### src/rtl/mix_pkg.sv
// -----------------------------------------------------------------------------
// mix_pkg
// Shared constants and types for the MIX execute units.
//
// Configuration macro: MIX_CHAR_2BIT_EN
//   defined   -> the CHAR converter consumes two input bits per iteration
//                (15 iterations).
//   undefined -> one input bit per iteration (30 iterations).
// -----------------------------------------------------------------------------
package mix_pkg;

   localparam int MIX_WORD_W      = 30;
   localparam int MIX_BYTE_W      = 6;
   localparam int MIX_CHAR_DIGITS = 10;
   localparam int MIX_CHAR_BCD_W  = 4 * MIX_CHAR_DIGITS;
   localparam int MIX_CHAR_OUT_W  = MIX_BYTE_W * MIX_CHAR_DIGITS;

   localparam logic [MIX_BYTE_W-1:0] MIX_CHAR_ZERO = 6'd30;

`ifdef MIX_CHAR_2BIT_EN
   localparam int MIX_CHAR_BITS_PER_ITER = 2;
`else
   localparam int MIX_CHAR_BITS_PER_ITER = 1;
`endif

   // Value of the iteration counter during the final iteration.
   localparam logic [4:0] MIX_CHAR_LAST_ITER =
      5'(MIX_WORD_W / MIX_CHAR_BITS_PER_ITER - 1);

   typedef enum logic [1:0] {
      IDLE,
      RUN,
      DONE
   } char_state_t;

   // Map ten packed BCD digits onto ten MIX character codes ('0' = 30).
   function automatic logic [MIX_CHAR_OUT_W-1:0] bcd_to_chars(
      input logic [MIX_CHAR_BCD_W-1:0] bcd
   );
      logic [MIX_CHAR_OUT_W-1:0] chars;
      chars = '0;
      for (int i = 0; i < MIX_CHAR_DIGITS; i++) begin
         chars[MIX_BYTE_W*i +: MIX_BYTE_W] = MIX_CHAR_ZERO + {2'b00, bcd[4*i +: 4]};
      end
      return chars;
   endfunction

endpackage : mix_pkg

### src/rtl/bcd_add3_step.sv
// -----------------------------------------------------------------------------
// bcd_add3_step
// Double-dabble correction for one BCD digit: adds 3 when the digit is 5 or
// more, so that the following left shift carries correctly into the next
// decimal digit.
//
// Ports:
//   digit_i  in  4  BCD digit before correction
//   digit_o  out 4  corrected digit
// -----------------------------------------------------------------------------
module bcd_add3_step (
   input  logic [3:0] digit_i,
   output logic [3:0] digit_o
);

   assign digit_o = (digit_i >= 4'd5) ? digit_i + 4'd3 : digit_i;

endmodule : bcd_add3_step

### src/rtl/mix_char_conv.sv
// -----------------------------------------------------------------------------
// mix_char_conv
// Multi-cycle binary-to-character converter for the MIX CHAR operation.
// Converts a 30-bit magnitude into ten MIX digit characters (30..39) with
// leading zeros, using iterative shift-and-add-3 (double dabble), MSB first.
//
// Configuration macro: MIX_CHAR_2BIT_EN (two bits per iteration, 15 cycles;
// otherwise one bit per iteration, 30 cycles).
//
// Ports:
//   clk    in  1   system clock, rising edge
//   reset  in  1   asynchronous, active-low reset
//   start  in  1   one-cycle conversion request (accepted only when idle)
//   in     in  30  unsigned magnitude, sampled when start is accepted
//   out    out 60  ten character codes, out[59:54] = most significant digit
//   stop   out 1   one-cycle pulse, out valid from this cycle on
// -----------------------------------------------------------------------------
module mix_char_conv
   import mix_pkg::*;
(
   input  logic                      clk,
   input  logic                      reset,
   input  logic                      start,
   input  logic [MIX_WORD_W-1:0]     in,
   output logic [MIX_CHAR_OUT_W-1:0] out,
   output logic                      stop
);

   char_state_t               state_q;
   logic [MIX_WORD_W-1:0]     sh_q, sh_d;
   logic [MIX_CHAR_BCD_W-1:0] bcd_q, bcd_d;
   logic [4:0]                cnt_q;
   logic [MIX_CHAR_OUT_W-1:0] out_q;
   logic                      stop_q;

   // First add-3/shift stage.
   logic [MIX_CHAR_BCD_W-1:0] adj_a, bcd_a;
   logic [MIX_WORD_W-1:0]     sh_a;

   for (genvar d = 0; d < MIX_CHAR_DIGITS; d++) begin : g_stage_a
      bcd_add3_step u_add3 (
         .digit_i (bcd_q[4*d +: 4]),
         .digit_o (adj_a[4*d +: 4])
      );
   end

   assign bcd_a = {adj_a[MIX_CHAR_BCD_W-2:0], sh_q[MIX_WORD_W-1]};
   assign sh_a  = {sh_q[MIX_WORD_W-2:0], 1'b0};

`ifdef MIX_CHAR_2BIT_EN
   // Second stage chained behind the first: two input bits per cycle.
   logic [MIX_CHAR_BCD_W-1:0] adj_b;

   for (genvar d = 0; d < MIX_CHAR_DIGITS; d++) begin : g_stage_b
      bcd_add3_step u_add3 (
         .digit_i (bcd_a[4*d +: 4]),
         .digit_o (adj_b[4*d +: 4])
      );
   end

   assign bcd_d = {adj_b[MIX_CHAR_BCD_W-2:0], sh_a[MIX_WORD_W-1]};
   assign sh_d  = {sh_a[MIX_WORD_W-2:0], 1'b0};

   // A 30-bit value never reaches 8 in the top digit, so the shifted-out
   // MSB of each stage is always zero.
   logic unused_top;
   assign unused_top = adj_a[MIX_CHAR_BCD_W-1] ^ adj_b[MIX_CHAR_BCD_W-1];
`else
   assign bcd_d = bcd_a;
   assign sh_d  = sh_a;

   logic unused_top;
   assign unused_top = adj_a[MIX_CHAR_BCD_W-1];
`endif

   // DONE is the single cycle in which stop is high. It behaves exactly like
   // IDLE, so a start arriving alongside stop is accepted.
   always_ff @(posedge clk or negedge reset) begin
      if (!reset) begin
         state_q <= IDLE;
         sh_q    <= '0;
         bcd_q   <= '0;
         cnt_q   <= '0;
         out_q   <= '0;
         stop_q  <= 1'b0;
      end else begin
         // NOTE: non-blocking assignments so every register samples the
         // pre-edge values; blocking here would chain iterations in one cycle.
         case (state_q)
            IDLE, DONE: begin
               stop_q <= 1'b0;
               if (start) begin
                  sh_q    <= in;
                  bcd_q   <= '0;
                  cnt_q   <= '0;
                  state_q <= RUN;
               end else begin
                  state_q <= IDLE;
               end
            end
            RUN: begin
               sh_q  <= sh_d;
               bcd_q <= bcd_d;
               cnt_q <= cnt_q + 5'd1;
               if (cnt_q == MIX_CHAR_LAST_ITER) begin
                  // Register the result from the final iteration directly.
                  out_q   <= bcd_to_chars(bcd_d);
                  stop_q  <= 1'b1;
                  state_q <= DONE;
               end
            end
            default: state_q <= IDLE;
         endcase
      end
   end

   assign out  = out_q;
   assign stop = stop_q;

endmodule : mix_char_conv

### config.mk
export PLATFORM = sky130hd
export DESIGN_NAME = mix_char_conv
export DESIGN_NICKNAME = d
export VERILOG_FILES = /design/src/rtl/mix_pkg.sv /design/src/rtl/bcd_add3_step.sv /design/src/rtl/mix_char_conv.sv
export SDC_FILE = /design/constraint.sdc
export NUM_CORES = 1
export LEC_CHECK = 0
export BUFFER_PORTS_ARGS = -buffer_cell sky130_fd_sc_hd__buf_2
export CORE_UTILIZATION = 45
export DETAILED_ROUTE_END_ITERATION = 12
export PLACE_DENSITY = 0.65
export SLEW_MARGIN = 30
export SYNTH_ARGS = -nofsm -noshare
export SYNTH_HDL_FRONTEND = slang
export SYNTH_HIERARCHICAL = 1
export SYNTH_SLANG_ARGS = --single-unit
### constraint.sdc
create_clock -name clk -period 2.4 [get_ports clk]
set_input_delay 0.48 -clock clk [delete_from_list [all_inputs] [get_ports clk]]
set_output_delay 0.48 -clock clk [all_outputs]
set_load 0.01 [all_outputs]
==> impl_metrics.ini, run 1 <==
[run_status]
status = finished, final reports clean

[clock_tree]
cts_num_sinks = 138
clk_pin_slew_ns = 0.06
root_buffer = clkbuf_16
cts_buffers = 17
cts_tree = done
clk_path_buf_depth = 2
cts-hold-fix-buffers = 0
clk_latency_ns = 0.42
htreeDepth = 4
ctsResizeCount = 0
post-cts-setup-buffers = 0

[critical_path]
r2r-start = bcd_q[28]
end_kind = flip-flop
crit_path_start_kind = flip-flop
cp_max_fo = 5
critical_path_arrival_ns = 2.48
cp_data_required_time_ns = 2.73
critical_path.startpoint = bcd_q[28]
critPathKind = reg2reg

[sta]
min_period_ns = 2.15
slew-limit-headroom = 0.463
finalSetupTns_ns = 0
final_hold_viol_count = 0
tightest_slew_ns = 0.806
fmax_mhz = 466
min_period_over_period = 0.895
setup_viol = 0
rsz0062_at_grt = false
slew_viol_final = 0
clock_skew_ns = 0.0104
holdWs_ns = 0.00265

[logic_synthesis]
synth_nets = 724
synth_area_per_cell_um2 = 10.3
yosysWarnings = 6
syn_inst = 649
synth_area_um2 = 6710

[cells_and_area]
regArea_um2 = 3450
multiInputGateArea_um2 = 2890
nets = 807
num_antenna_cells = 0
syn_to_final_growth_pct = 18.1
drive_above_1_share = 0.215
fill_cells = 1267

[route]
first_iter_violations = 272
drtAntennaViolNets = 0
remaining_drc_errors = 0
viasPerCell = 5.44
routedWlPerCell_um = 15.5
firstDrtPassIters = 4
vias = 5050
wl_um = 14400

[global_routing]
overflow = 0
antenna_found_initial = 0
grt.total_usage = 0.202
grt_pass1_vias = 5036
grt_start_max_net_pins = 83
grt_pass1_wl_um = 23900

[pwr]
ir_drop_mv = 0.640
p_leak_nw = 3.89
power_density_nw_per_um2 = 1500
p_total_mw = 11.8

[floorplanning]
rows = 44
initial_core_util = 0.461
die_area_um2 = 15400
die_w_um = 124
fp.dieH_um = 124
coreArea_um2 = 14500
top_level_ports = 94

[placement]
io_buffer_count = 93
dp.final_hpwl_um = 9220
gp_congestion = 0.824

[min_path]
hp-class = in2async

[run]
cap_violations = 0
worst max-delay path, stage by stage, from the launching register on:
cell	delay (ns)
dfrtp_1	0.43
ha_1	0.22
nand2b_1	0.17
a21oi_2	0.20
mux2i_1	0.36
inv_1	0.08
ha_1	0.18
ha_1	0.26
o21ai_0	0.16
cells in the final DEF (no fill, tap or decap), types with 6 or more instances in the layout:
cell type,count
nand2_1,74
nand3_1,31
a21oi_2,10
mux2i_1,11
buf_4,7
o41ai_1,8
a22oi_1,29
inv_1,52
mux2_4,8
buf_2,92
nor2_1,10
ha_1,42
o21ai_0,98
xnor2_1,10
nand2b_1,20
clkinv_2,6
o21ai_1,12
clkbuf_16,17
dfrtp_1,138
a22o_1,41
layout make-up:
| type | count | area share |
|---|---|---|
| Timing Repair Buffer | 104 | 0.0763 |
| Inverter | 52 | 0.0246 |
| Sequential cell | 138 | 0.436 |
| Tap cell | 184 | 0.0291 |
| Clock inverter | 8 | 0.00869 |
| Multi-Input combinational cell | 419 | 0.364 |
| Clock buffer | 24 | 0.0608 |
per-stage QoR:
stage           util  instance area, µm²  worst slack (ns)  instances
2_1_floorplan      -                6710             0.462        649
3_3_place_gp   0.507                7370             0.387        897
3_5_place_dp   0.507                7370             0.253        897
4_1_cts        0.545                7920             0.235        929
5_1_grt        0.545                7920            0.0331        929
6_report       0.545                7920             0.252        929
where the power goes:
group / switching [mW] / internal, mW
registers: 0.798 / 3.40
clock network: 0.934 / 1.50
logic: 2.90 / 2.32
per-layer routing:
layer / vias to the layer above / GRT usage / share of wire
li1: 2438 / - / -
met1: 2465 / 0.258 / 0.46
met2: 132 / 0.320 / 0.47
met3: 15 / 0.0595 / 0.055
met4: 0 / 0.0781 / 0.013
met5: - / 0 / 0
path summary, 6_finish.rpt:
kind,endpoint,slack (ns),cells past startpoint
worst min-delay path,out[51],0.003,1
worst min register to register,sh_q[20],0.50,2
min in group clk,sh_q[6],0.28,3
worst max-delay path,out[45],0.25,8
worst max register to register,out[45],0.25,8
max in group asynchronous,sh_q[2],1.73,2
state kept, by name (all words and copies together), names as in the netlist:
signal   cells
cnt_q        5
sh_q        30
out         60
stop         1
bcd_q       40
state_q      2
No activity file was read; power rests on OpenSTA's default activity.
==> run 2, diff against run 1 <==
==> constraint.sdc (replaced) <==
create_clock -name clk -period 2.4 [get_ports clk]
set_input_delay 0.24 -clock clk [delete_from_list [all_inputs] [get_ports clk]]
set_output_delay 0.24 -clock clk [all_outputs]
set_load 0.01 [all_outputs]
==> run 2 against run 1 <==
Net effect:
- final cell count increased by 0.22%
- fmax decreased by 1.7%
- setup slack got worse by 0.038 ns
- sequential share of layout area decreased by 0.42 points
- via count increased by 1.1%
- count of clock-buffer cells in the layout decreased by 2
- critical endpoint is now out[21]
- hold slack improved by 0.033 ns
==> impl_metrics.ini, run 2 (synthesized netlist as in run 1, its figures left out) <==
[run_status]
status = finished, final reports clean

[clock_tree]
cts_buffers = 17
clk_latency_ns = 0.42
post-cts-setup-buffers = 0
htreeDepth = 4
ctsResizeCount = 0
root_buffer = clkbuf_16
cts_num_sinks = 138
clk_pin_slew_ns = 0.06
clk_path_buf_depth = 2
cts_tree = done

[route]
vias = 5104
viasPerCell = 5.48
first_iter_violations = 347
drtAntennaViolNets = 0
remaining_drc_errors = 0
firstDrtPassIters = 6
routedWlPerCell_um = 15.5
wl_um = 14400

[sta]
finalSetupTns_ns = 0
rsz0062_at_grt = false
slew_viol_final = 0
setup_viol = 0
tightest_slew_ns = 0.802
min_period_ns = 2.19
holdWs_ns = 0.0354
min_period_over_period = 0.911
clock_skew_ns = 0.00859
final_hold_viol_count = 0
fmax_mhz = 457
worst_slack_ns = 0.214
slew-limit-headroom = 0.465

[cells_and_area]
num_antenna_cells = 0
syn_to_final_growth_pct = 19.3
drive_above_1_share = 0.221
fin_cells = 931
final_common_cell = dfrtp_1
post-route-util = 0.550
final_cell_mix = dfrtp_1, o21ai_0, buf_2, nand2_1, inv_1
nets = 809
largest_register_ffs = 60

[global_routing]
grt_start_max_net_pins = 83
grt.busiest_layer = met2
antenna_found_initial = 0
met3_usage = 0.0545
grt_pass1_vias = 4954
grtUsageMet2 = 0.330
grtUsageMet1 = 0.260
grt.total_usage = 0.204
grt_pass1_wl_um = 24100
overflow = 0

[critical_path]
critPathKind = reg2reg
cp_data_required_time_ns = 2.73
end_kind = flip-flop
critical_path_arrival_ns = 2.52
crit_path_start_kind = flip-flop
cp_max_fo = 5

[placement]
dp.final_hpwl_um = 9230
gp_congestion = 0.744
io_buffer_count = 93
dp_worst_setup_slack_ns = 0.250
dp_cells = 898

[floorplanning]
fp.dieH_um = 124
initial_core_util = 0.461
die_area_um2 = 15400
rows = 44
top_level_ports = 94
die_w_um = 124
coreArea_um2 = 14500

[pwr]
p_switching_mw = 4.67
power_density_nw_per_um2 = 1510
power_frac_seq = 0.347
switching_share = 0.388
intPower_mw = 7.37
p_leak_nw = 3.91
combPwrFrac = 0.434
clkPwrFrac = 0.219
ir_drop_mv = 0.642

[min_path]
hp-class = in2reg

[run]
cap_violations = 0
-- run 2: final cells by class --
| type | count | area, µm² |
|---|---|---|
| clock buffer | 22 | 494 |
| timing repair buffer | 106 | 622 |
| fill | 1281 | 6540 |
| clock inverter | 10 | 115 |
| sequential | 138 | 3450 |
| tap | 184 | 230 |
| multi-input combinational | 419 | 2890 |
| inverter | 52 | 195 |
-- run 2: per-stage QoR --
step                      instance area [µm²]  power [mW]
after global placement                   7380        9.18
final                                    8000        12.0
after floorplan                          6710        7.83
after CTS                                8000        12.2
after global routing                     8000        13.2
after detailed placement                 7380        9.47
-- run 2: what timing repair did --
action                                 CTS  global route
hold buffers                             1             0
setup endpoints to repair                0             0
endpoints found under the hold margin   64             0
-- run 2: routing by layer --
layer | wire length (µm) | share of wire | vias up
met1 | 6450 | 0.45 | 2502
met4 | 216 | 0.015 | 0
met5 | 0 | 0 | -
met3 | 801 | 0.056 | 18
li1 | - | - | 2447
met2 | 6950 | 0.48 | 137
-- run 2: power groups by stage --
stage               logic, mW  clock network, mW  registers [mW]
finish                   5.23               2.64            4.18
global route             6.03               2.80            4.34
CTS                      5.31               2.69            4.18
detailed placement       5.26                  0            4.21
global placement         5.02                  0            4.15
floorplan                3.57                  0            4.26
-- run 2: worst max-delay path, stage by stage (launching register included) --
cell and delay (ns):
dfrtp_1 0.42, ha_1 0.21, nand2b_1 0.17, a21oi_2 0.22, mux2i_1 0.35, inv_1 0.08, ha_1 0.20, ha_1 0.28
o21ai_0 0.16
-- run 2: worst paths after layout --
check / slack, ns / cells after the start / start / to
max: 0.21 / 8 / bcd_q[12] / out[21]
max reg2reg: 0.21 / 8 / bcd_q[12] / out[21]
min: 0.04 / 3 / in[2] / sh_q[2]
min in group asynchronous: 0.37 / 2 / reset / out[45]
max in group asynchronous: 1.29 / 3 / reset / sh_q[0]
min reg2reg: 0.49 / 2 / stop / stop
